==> src/rtl/serial_operand_loader.sv <==
// Parallel-to-serial operand loader feeding the bit-serial adder: accepts an
// operand pair plus carry-in and emits it LSB-first with framing strobes.
module serial_operand_loader #(
    parameter int WIDTH = 4
) (
    input  logic             clk,
    input  logic             rst_n,
    input  logic             in_valid,
    output logic             in_ready,
    input  logic [WIDTH-1:0] op_a,
    input  logic [WIDTH-1:0] op_b,
    input  logic             op_cin,
    input  logic             ser_en,
    output logic             a,
    output logic             b,
    output logic             cin,
    output logic             bit_valid,
    output logic             first_bit,
    output logic             last_bit,
    output logic             busy,
    output logic             done
);

    localparam int CW = (WIDTH > 1) ? $clog2(WIDTH) : 1;
    localparam logic [CW-1:0] LAST_IDX = CW'(WIDTH - 1);

    localparam logic [0:0] IDLE  = 1'b0;
    localparam logic [0:0] SHIFT = 1'b1;

    logic [0:0]       state;
    logic [WIDTH-1:0] sreg_a;
    logic [WIDTH-1:0] sreg_b;
    logic [CW-1:0]    bit_cnt;
    logic             cin_lat;
    logic             done_q;
    logic             load;

    // Handshake: a word transfers on any rising edge where in_valid && in_ready.
    // in_ready never looks at in_valid; it opens in IDLE and on a consumed last
    // bit so the next word follows with no idle cycle.
    assign busy      = (state == SHIFT);
    assign first_bit = busy && (bit_cnt == '0);
    assign last_bit  = busy && (bit_cnt == LAST_IDX);
    assign bit_valid = busy && ser_en;
    assign in_ready  = rst_n && ((state == IDLE) || (last_bit && ser_en));
    assign load      = in_valid && in_ready;

    assign a    = sreg_a[0];
    assign b    = sreg_b[0];
    assign cin  = first_bit && cin_lat;
    assign done = done_q;

    always_ff @(posedge clk or negedge rst_n) begin
        if (!rst_n) begin
            state   <= IDLE;
            sreg_a  <= '0;
            sreg_b  <= '0;
            bit_cnt <= '0;
            cin_lat <= 1'b0;
            done_q  <= 1'b0;
        end else begin
            done_q <= bit_valid && last_bit;
            if (load) begin
                state   <= SHIFT;
                sreg_a  <= op_a;
                sreg_b  <= op_b;
                cin_lat <= op_cin;
                bit_cnt <= '0;
            end else if (bit_valid) begin
                // Zero fill leaves a/b low once the word has fully drained.
                sreg_a <= sreg_a >> 1;
                sreg_b <= sreg_b >> 1;
                if (last_bit) begin
                    state   <= IDLE;
                    bit_cnt <= '0;
                end else begin
                    bit_cnt <= bit_cnt + CW'(1);
                end
            end
        end
    end

endmodule

==> config.mk <==
export PLATFORM = sky130hd
export DESIGN_NAME = serial_operand_loader
export DESIGN_NICKNAME = d
export VERILOG_FILES = /design/src/rtl/serial_operand_loader.sv
export SDC_FILE = /design/constraint.sdc
export NUM_CORES = 1
export LEC_CHECK = 0
export ABC_AREA = 1
export ABC_CLOCK_PERIOD_IN_PS = 2200
export CORE_UTILIZATION = 34
export CTS_CLUSTER_DIAMETER = 200
export DETAILED_ROUTE_END_ITERATION = 7
export HOLD_SLACK_MARGIN = 0.05
export RECOVER_POWER = 25
export SKIP_LAST_GASP = 1
export SLEW_MARGIN = 20
export SYNTH_ARGS = -nofsm -noshare
export SYNTH_HDL_FRONTEND = slang
export SYNTH_SLANG_ARGS = --single-unit
==> constraint.sdc <==
create_clock -name clk -period 2.2 [get_ports clk]
set_clock_uncertainty 0.2 [all_clocks]
set_input_delay 0.22 -clock clk [delete_from_list [all_inputs] [get_ports clk]]
set_output_delay 0.22 -clock clk [all_outputs]
set_load 0.01 [all_outputs]
==> out/results.md <==
• run status: finished clean
• unrepaired setup endpoints after global routing: no
• CTS clock-pin slew for the worst setup and hold paths: 0.08 ns
• Crit Reg-Reg Endpoint: sreg_b[3]$_DFFE_PN0P_
• switching part of the total power: 37.4%
• syn_nets: 112
• final number of max-transition violations: 0
• total wire length: 1380 um
• hold violation count in the final report: 0
• num ports: 22
• synthesis-stage register bit count: 13
• sequential standard cell area: 325 um2
• post-layout util: 50.1%
• total congestion overflow after global routing: 0
• Period Utilization, post-route: 91.4%
• Root Buffer: sky130_fd_sc_hd__clkbuf_4
• Worst setup SP type: register
• Yosys warning total: 0
• share of total power in sequential cells: 38.9%
• Setup TNS: 0 ns
• initial cell density of the core: 36.8%
• count of buffer and inverter cells on the critical path: 2
• combinational share of power: 46.7%
• largest stage delay on the critical path: 0.53 ns
• FF-to-FF setup slack: 0.62 ns
• crit path max fanout: 3
• Die Wd: 48.3 um
• initial antenna violation count: 0
• # DRC: 0
• number of diodes added for antenna fixing: 0
• worst slew margin relative to its limit: 79.1%
• placement row count: 16
• final worst setup slack: 0.190 ns
• CP Depth: 5
• wire length per cell after detailed routing: 9.30 um
• Pwr Density: 1030 nW/um2
• number of gates given a new drive strength after cts: 0
• initial DRC count: 14
• number of placed cells counting well taps: 144
• average size of a mapped cell: 7.52 um2
• Final setup violation count: 0
• via total after detailed routing: 665
• wire length of the first global-routing pass: 2510 um
• Post-Place Worst Slack: 0.294 ns
• post-synthesis cell type count: 15
• P_sw: 0.382 mW
• sinks on the clock net: 13
• highest clock rate: 497 MHz
• maximum ir drop on the vdd rail: 519 uV
• CTS H-tree depth: 1
• quantity of hold-fixing buffers added after cts: 0
• iteration count of the initial detailed-routing pass: 4
• die area: 2330 um2
• Routed Antenna Nets: 0
• part of the Yosys area used for sequential elements: 44.6%
• arrival time reported for the critical path endpoint: 1.59 ns
• time the worst path needs with I/O delays and setup: 2.01 ns
• worst hold-check path type: in2async
• power after layout: 1.02 mW
• path type of the worst setup path: reg2out
• total of max-cap violations: 0
• gpl congestion: 0.721
• vias in the first global route: 591
• number of buffers between clock root and the deepest sink: 2
• Synth Cell Area: 729 um2
• share of layout cells above drive strength 1: 8.26%
• Top delay family on crit path: buffers and inverters
• Layout area overhead: 36.2%
• power share of the clock group: 14.3%
• number of nets in the finished design: 137
• total leakage power: 0.554 nW
• post-detail-place hpwl: 989 um
• launch point of the worst reg-to-reg path: bit_cnt[0]$_DFFE_PN0P_
• number of buffer cells added on primary ports: 21
• endpoint required time on the critical path: 1.78 ns
• endpoint kind of the worst setup timing path: output port
• insertion delay of the later-clocked pin in the worst-skew pair: 0.27 ns
• GRT Total Usage: 14.0%
• cts bufs inserted: 3
• standard cell core area: 1980 um2
• via/cell ratio: 4.49
• CTS tree: built
• die height: 48.3 um
• transition at the pin with the smallest max-transition slack: 0.313 ns
• list of cells traversed by the critical path: inv_1 > ha_1 > nand2_1 > nor2_1 > clkdlybuf4s50_1
• Slowest cell on crit path: sky130_fd_sc_hd__clkdlybuf4s50_1
• instance count of the mapped netlist: 97
• post-CTS setup buffer count: 0
• maximum number of pins on one net before global-route repair: 21
• non-filler instance count after layout: 148
• cell-internal power: 0.640 mW
• logic depth of the worst register-to-register path: 7
• total area of multi-input combinational cells: 312 um2
• fill cell count: 198
[sequential cells by signal, indices dropped and copies added (netlist names)]
register / count
bit_cnt: 2
cin_lat: 1
sreg_b: 4
sreg_a: 4
busy: 1
done: 1
[cells by family after synthesis]
| group | count (synthesis) | share of synthesized area [%] |
|---|---|---|
| fa+ha+maj | 2 | 3.43 |
| flops | 13 | 44.6 |
| simple gates | 58 | 36.9 |
| buf+inv | 21 | 12.7 |
| compound gates | 3 | 2.40 |
[synth_stat cells]
master,count,share of area [%]
sky130_fd_sc_hd__nor2_1,2,1.0
sky130_fd_sc_hd__o21ai_0,2,1.4
sky130_fd_sc_hd__buf_4,1,1.0
sky130_fd_sc_hd__a21boi_0,1,1.0
sky130_fd_sc_hd__nand4_1,6,5.1
sky130_fd_sc_hd__inv_1,17,8.7
sky130_fd_sc_hd__nand2_1,37,19
sky130_fd_sc_hd__nand3_1,9,6.2
sky130_fd_sc_hd__nand2_2,2,1.7
sky130_fd_sc_hd__buf_2,2,1.4
sky130_fd_sc_hd__buf_6,1,1.5
sky130_fd_sc_hd__dfrtp_1,13,45
sky130_fd_sc_hd__ha_1,2,3.4
sky130_fd_sc_hd__nand3_4,1,2.4
sky130_fd_sc_hd__nand3_2,1,1.4
[metrics by stage]
step	cell area, um2	hold slack (ns)
after floorplan	729	-0.276
after global placement	967	0.267
after detailed placement	967	0.266
after CTS	993	0.105
after global routing	993	0.188
final	993	0.177
[layer usage]
layer / global-route usage [%] / wire [um] / share of wire [%] / vias up
met5: 0 / 0 / 0 / -
met4: 2.94 / 0 / 0 / 0
met3: 5.97 / 82 / 6.0 / 0
met2: 23.5 / 666 / 48 / 20
met1: 16.8 / 628 / 46 / 299
li1: - / - / - / 346
[cell type report]
cell class / instances / share of cell area, %
Clock buffer: 4 / 2.64
Inverter: 17 / 6.42
Multi-Input combinational cell: 63 / 31.4
Sequential cell: 13 / 32.7
Tap cell: 27 / 3.40
Timing Repair Buffer: 24 / 23.4
[power by group through the flow]
stage | Combinational (mW) | Clock (mW) | Sequential, mW
after floorplan | 0.279 | 0 | 0.406
after global placement | 0.481 | 0 | 0.401
after detailed placement | 0.485 | 0 | 0.405
after CTS | 0.487 | 0.155 | 0.399
after global routing | 0.546 | 0.167 | 0.412
final | 0.477 | 0.147 | 0.398
[worst register-to-register path: stages, from the launching register on]
cell and delay [ns]:
sky130_fd_sc_hd__dfrtp_1 0.39, sky130_fd_sc_hd__ha_1 0.24, sky130_fd_sc_hd__nand3_2 0.08, sky130_fd_sc_hd__nand2_2 0.13, sky130_fd_sc_hd__nand3_4 0.21, sky130_fd_sc_hd__inv_1 0.10
sky130_fd_sc_hd__nand2_1 0.07, sky130_fd_sc_hd__nand2_1 0.05
[worst max-delay path by stage]
stage	from	endpoint	slack (ns)
5_1_grt	bit_cnt[0]$_DFFE_PN0P_	cin	0.05
4_1_cts	bit_cnt[0]$_DFFE_PN0P_	cin	0.16
6_report	bit_cnt[0]$_DFFE_PN0P_	cin	0.19
3_5_place_dp	ser_en	in_ready	0.29
2_1_floorplan	busy$_DFFE_PN0P_	sreg_a[0]$_DFFE_PN0P_	0.77
3_3_place_gp	ser_en	in_ready	0.32
[placed cells by master, fill, tap and decap left out, types with 3 or more instances in the layout]
| master | n |
|---|---|
| sky130_fd_sc_hd__nand2_1 | 37 |
| sky130_fd_sc_hd__clkdlybuf4s50_1 | 20 |
| sky130_fd_sc_hd__inv_1 | 17 |
| sky130_fd_sc_hd__dfrtp_1 | 13 |
| sky130_fd_sc_hd__nand3_1 | 9 |
| sky130_fd_sc_hd__nand4_1 | 6 |
| sky130_fd_sc_hd__clkbuf_4 | 3 |
| sky130_fd_sc_hd__buf_4 | 3 |
Power figures use the tool's default switching activity.
